--- config.mk ---
export PLATFORM = sky130hd
export DESIGN_NAME = regfile_mp
export DESIGN_NICKNAME = d
export VERILOG_FILES = /design/src/rtl/regfile_mp.sv
export SDC_FILE = /design/constraint.sdc
export NUM_CORES = 2
export LEC_CHECK = 0
export CAP_MARGIN = 20
export CORE_MARGIN = 2
export CORE_UTILIZATION = 45
export CTS_CLUSTER_DIAMETER = 80
export DETAILED_ROUTE_END_ITERATION = 7
export MAX_ROUTING_LAYER = met4
export PLACE_DENSITY_LB_ADDON = 0.2
export SETUP_SLACK_MARGIN = 0.5
export SLEW_MARGIN = 10
export SYNTH_ARGS = -nofsm -noshare
export SYNTH_HDL_FRONTEND = slang
export SYNTH_SLANG_ARGS = --single-unit
--- constraint.sdc ---
create_clock -name clock -period 7.6 [get_ports clock]
set_clock_uncertainty 0.05 [all_clocks]
set_input_delay 1.14 -clock clock [delete_from_list [all_inputs] [get_ports clock]]
set_output_delay 1.14 -clock clock [all_outputs]
set_load 0.01 [all_outputs]
--- src/rtl/regfile_mp.sv ---
// -----------------------------------------------------------------------------
// regfile_mp
//   Parametrised multi-port register file for the pipelined datapath.
//   - 2**ADDR_WIDTH registers of DATA_WIDTH bits, written on the rising edge.
//   - NUM_READ independent combinational read ports.
//   - Optional hard-wired zero register (register 0 reads 0, ignores writes,
//     never goes busy).
//   - Optional same-cycle write-to-read bypass.
//   - Per-register pending-write scoreboard. Decode uses it to spot RAW
//     hazards against in-flight writebacks.
//
// Parameters
//   DATA_WIDTH : bits per register
//   ADDR_WIDTH : register index width (depth = 2**ADDR_WIDTH)
//   NUM_READ   : number of read ports (1..8)
//   ZERO_REG   : 1 -> register 0 is hard-wired to zero
//   BYPASS     : 1 -> a same-cycle write is forwarded to matching read ports
//
// Ports
//   clock            in   rising-edge clock
//   ctrl_reset_n     in   asynchronous active-low reset (clears data and busy)
//   ctrl_writeEnable in   write strobe
//   ctrl_writeReg    in   write index
//   data_writeReg    in   write data
//   ctrl_busySet     in   mark ctrl_busyReg as pending a write
//   ctrl_busyReg     in   index to mark busy
//   ctrl_readReg     in   read indices, port i = [i*ADDR_WIDTH +: ADDR_WIDTH]
//   data_readReg     out  read data,    port i = [i*DATA_WIDTH +: DATA_WIDTH]
//   busy_readReg     out  port i's register has a pending write
//
// Interface contract: there is no handshake. Every strobe is accepted on
// every rising edge while ctrl_reset_n is high. Strobes seen at an edge
// while reset is low are ignored.
// -----------------------------------------------------------------------------
module regfile_mp #(
   parameter int DATA_WIDTH = 32,
   parameter int ADDR_WIDTH = 5,
   parameter int NUM_READ   = 2,
   parameter int ZERO_REG   = 1,
   parameter int BYPASS     = 1
) (
   input  logic                           clock,
   input  logic                           ctrl_reset_n,
   input  logic                           ctrl_writeEnable,
   input  logic [ADDR_WIDTH-1:0]          ctrl_writeReg,
   input  logic [DATA_WIDTH-1:0]          data_writeReg,
   input  logic                           ctrl_busySet,
   input  logic [ADDR_WIDTH-1:0]          ctrl_busyReg,
   input  logic [NUM_READ*ADDR_WIDTH-1:0] ctrl_readReg,
   output logic [NUM_READ*DATA_WIDTH-1:0] data_readReg,
   output logic [NUM_READ-1:0]            busy_readReg
);

   localparam int DEPTH = 2 ** ADDR_WIDTH;
   localparam bit ZERO_EN = (ZERO_REG != 0);
   localparam bit BYP_EN  = (BYPASS != 0);

   // Storage and scoreboard
   logic [DATA_WIDTH-1:0] r_mem [DEPTH];
   logic [DEPTH-1:0]      r_busy;

   // Qualified strobes: a write or busy-set aimed at a hard-wired zero
   // register is dropped here, so nothing downstream needs to special-case it.
   logic                  w_wr_zero;
   logic                  w_wr_eff;
   logic                  w_set_zero;
   logic                  w_set_eff;
   logic [DEPTH-1:0]      w_busy_nxt;

   assign w_wr_zero  = ZERO_EN && (ctrl_writeReg == '0);
   assign w_wr_eff   = ctrl_writeEnable && !w_wr_zero;
   assign w_set_zero = ZERO_EN && (ctrl_busyReg == '0);
   assign w_set_eff  = ctrl_busySet && !w_set_zero;

   // ---------------------------------------------------------------------------
   // Register storage
   // ---------------------------------------------------------------------------
   always_ff @(posedge clock or negedge ctrl_reset_n) begin
      if (!ctrl_reset_n) begin
         for (int i = 0; i < DEPTH; i++) begin
            r_mem[i] <= '0;
         end
      end else if (w_wr_eff) begin
         r_mem[ctrl_writeReg] <= data_writeReg;
      end
   end

   // ---------------------------------------------------------------------------
   // Scoreboard
   // The clear is applied before the set. When both hit the same index, the
   // set wins, because a newer producer has issued behind the completing one.
   // ---------------------------------------------------------------------------
   always_comb begin
      w_busy_nxt = r_busy;
      if (w_wr_eff) begin
         w_busy_nxt[ctrl_writeReg] = 1'b0;
      end
      if (w_set_eff) begin
         w_busy_nxt[ctrl_busyReg] = 1'b1;
      end
   end

   always_ff @(posedge clock or negedge ctrl_reset_n) begin
      if (!ctrl_reset_n) begin
         r_busy <= '0;
      end else begin
         r_busy <= w_busy_nxt;
      end
   end

   // ---------------------------------------------------------------------------
   // Read ports
   // The bypass compares against the qualified write. A discarded write to a
   // hard-wired register 0 therefore never forwards. Bypass is purely
   // combinational, so it also forwards while reset is held.
   // ---------------------------------------------------------------------------
   for (genvar g = 0; g < NUM_READ; g++) begin : g_rd
      logic [ADDR_WIDTH-1:0] w_raddr;
      logic                  w_rzero;
      logic                  w_hit;
      logic [DATA_WIDTH-1:0] w_rdata;
      logic                  w_rbusy;

      assign w_raddr = ctrl_readReg[g*ADDR_WIDTH +: ADDR_WIDTH];
      assign w_rzero = ZERO_EN && (w_raddr == '0);
      assign w_hit   = BYP_EN && w_wr_eff && (ctrl_writeReg == w_raddr);

      always_comb begin
         w_rdata = r_mem[w_raddr];
         w_rbusy = r_busy[w_raddr];
         if (w_rzero) begin
            w_rdata = '0;
            w_rbusy = 1'b0;
         end else if (w_hit) begin
            // The value is being forwarded, so the hazard is already resolved.
            w_rdata = data_writeReg;
            w_rbusy = 1'b0;
         end
      end

      assign data_readReg[g*DATA_WIDTH +: DATA_WIDTH] = w_rdata;
      assign busy_readReg[g]                          = w_rbusy;
   end

endmodule

==> results.yml <==
run_status:
  outcome: "finished, final reports clean"
power_and_ir_drop:
  cell_internal_pwr_mw: 12.2
  sw_frac_of_total: 0.267
  ir_worst_vdd_v: 0.000200
  p_comb_frac: 0.202
  power_switching_mw: 4.45
  p_per_area_nw_per_um2: 264
  pwr-share-clk: 0.351
  leakage_nw: 27.2
  pwr-share-seq: 0.448
detailed_routing:
  final_antenna_net_count: 0
  vias: 35900
  first_pass_iters: 5
  drt_iter0_markers: 3063
  viasPerCell: 6.53
  wl_per_cell_um: 31.6
  wl_um: 174000
  drc: 0
floorplanning:
  io_pins: 122
  coreArea_um2: 125000
  rows: 130
  fp.dieH_um: 358
  die-width_um: 358
  start_util: 0.452
  dieArea_um2: 128000
clocking:
  cts_htree_levels: 3
  root_buffer: "clkbuf_16"
  cts_tree: "done"
  cts_resized: 0
  clock_path_buffers: 3
  hold_buffers: 0
  clock_sinks: 1056
  post_cts_buffers: 0
  clkTransAtPathRegs_ns: 0.06
  clk_latency_ns: 0.70
  cts_inserted_buffers: 116
logic_synthesis:
  ys_seq_area_frac: 0.468
  ys_types: 51
  synth-edff-count: 0
  synth_nets: 3919
  async_reset_ff_frac: 1.00
  ys_ff_latch: 1056
  synth_ff_type: "dfrtp_1"
  synthCells: 3863
  syn_area_per_cell_um2: 14.6
  syn_area_um2: 56500
  yosys_warnings: 0
timing:
  holdWs_ns: 0.343
  rsz0062_at_grt: "no"
  setup_viol: 0
  setup_tns_ns: 0
  slew_viol_final: 0
  maxSlewHeadroom: 0.183
  fmaxAchievable_ghz: 0.168
  fin_ws_ns: 1.65
  hold_violations: 0
  tightest_slew_ns: 1.23
  fin_crit_sh: 0.783
  min_period_ns: 5.95
placement:
  dp_hpwl_um: 93600
  io_buffers: 121
  gp_congestion: 0.792
  dp_slack_ns: 1.61
worst_hold_path:
  hp-start: "r_mem[1018]"
  hold_class: "reg2reg"
setup_path:
  crit_fanout: 20
  cp-start-kind: "input pin"
  crit_required_ns: 6.41
  crit_start: "ctrl_writeReg[2]"
  worst_setup_path_end_kind: "output pin"
  critPathKind: "in2out"
  r2r_start: "r_mem[620]"
  crit_arrival_ns: 4.76
final_layout:
  syn_to_final_growth_pct: 11.8
  final_common_cell: "dfrtp_1"
  drive_gt1_frac: 0.469
  fin_nets: 3816
  n_antenna_cell: 0
  fillers: 10500
  multi_input_area_um2: 28400
  seq_area_um2: 26400
  final_cell_mix: "1056 x dfrtp_1, 992 x mux2_2, 466 x mux4_2"
global_route:
  grt_start_max_net_pins: 175
  antenna_found_initial: 1
  grt_pass1_vias: 37000
  globalRouteOverflowTotal: 0
  grtUsageTotal: 0.282
  grt_pass1_wl_um: 257000
flow_run:
  max_cap_viol_count: 0
==> worst max-delay path: stages <==
cell and delay [ns]:
clkdlybuf4s50_1 0.65, nor3_2 0.71, a21bo_2 0.37, nor4_4 0.09
a21oi_4 0.70, buf_12 0.31, a32o_1 0.21, clkdlybuf4s50_1 0.54
==> cells in the mapped netlist, types with 3 or more instances <==
master    number  area [um^2]
a32o_1        35          350
a211o_1       31          272
mux4_2       466        10500
mux2_1        36          405
o22ai_1       34          213
dfrtp_1     1056        26400
nor3_1         3         15.0
nand2_1      152          571
clkbuf_1     250          938
mux2i_1      163         1630
nand2b_1       5         31.3
buf_4         13         97.6
nand3_1       39          195
o221ai_1      31          272
buf_1         59          221
a22o_1         9         78.8
xnor2_1        8         70.1
a31oi_1       31          194
a22oi_1       63          473
a21oi_1       34          170
nor4_1         3         18.8
nand3b_1       6         45.0
nand4b_1       5         43.8
nor2b_1       35          219
nor2_1        22         82.6
o21ai_0       29          145
mux2_2       992        11200
a211oi_1      95          713
nor3b_2        3         37.5
buf_2        126          631
==> power by group through the flow <==
| stage | Sequential, mW | Clock, mW | Combinational (mW) |
|---|---|---|---|
| floorplan | 7.26 | 0 | 2.55 |
| global placement | 7.48 | 0 | 3.31 |
| detailed placement | 7.53 | 0 | 3.37 |
| CTS | 7.43 | 5.94 | 3.38 |
| global route | 7.60 | 6.18 | 3.60 |
| finish | 7.46 | 5.85 | 3.36 |
==> kinds of logic after synthesis <==
logic type / synth area share
compound gates: 0.0525
buf+inv: 0.0340
mux: 0.420
xor+xnor: 0.00155
flops: 0.468
simple gates: 0.0246
==> worst paths after layout <==
path / to / slack [ns] / depth (start not counted)
max reg2reg: r_mem[620] / 6.73 / 1
min reg2reg: r_mem[1018] / 0.34 / 0
min in group asynchronous: r_mem[727] / 0.37 / 1
min: r_mem[1018] / 0.34 / 0
max: data_readReg[53] / 1.65 / 8
max in group asynchronous: r_mem[101] / 5.63 / 2
==> flip-flops by register name, indices dropped and copies added, names as in the netlist <==
signal,cells
r_busy,32
r_mem,1024
==> area by class of cell <==
cell class | count | share of cell area
flip-flops and latches | 1056 | 0.418
clock buffers | 170 | 0.0533
well taps | 1650 | 0.0327
multi-input cells | 2354 | 0.450
clock inverters | 39 | 0.00877
repair buffers | 230 | 0.0371
inverters | 2 | 0.000119
==> layer usage <==
layer,global-route usage,share of wire,up-vias
li1,-,-,14700
met1,0.376,0.42,19600
met2,0.445,0.48,1257
met3,0.0431,0.061,305
met4,0.0930,0.033,0
met5,-,0,-
==> per-stage QoR <==
| stage | power [mW] | area [um^2] | std cells | util |
|---|---|---|---|---|
| 3_5_place_dp | 10.9 | 59200 | 5288 | 0.473 |
| 6_report | 16.7 | 63200 | 5501 | 0.505 |
| 3_3_place_gp | 10.8 | 59100 | 5285 | 0.473 |
| 5_1_grt | 17.4 | 63200 | 5501 | 0.505 |
| 2_1_floorplan | 9.82 | 56500 | 3863 | - |
| 4_1_cts | 16.7 | 63100 | 5497 | 0.505 |
Power figures use the tool's default switching activity.
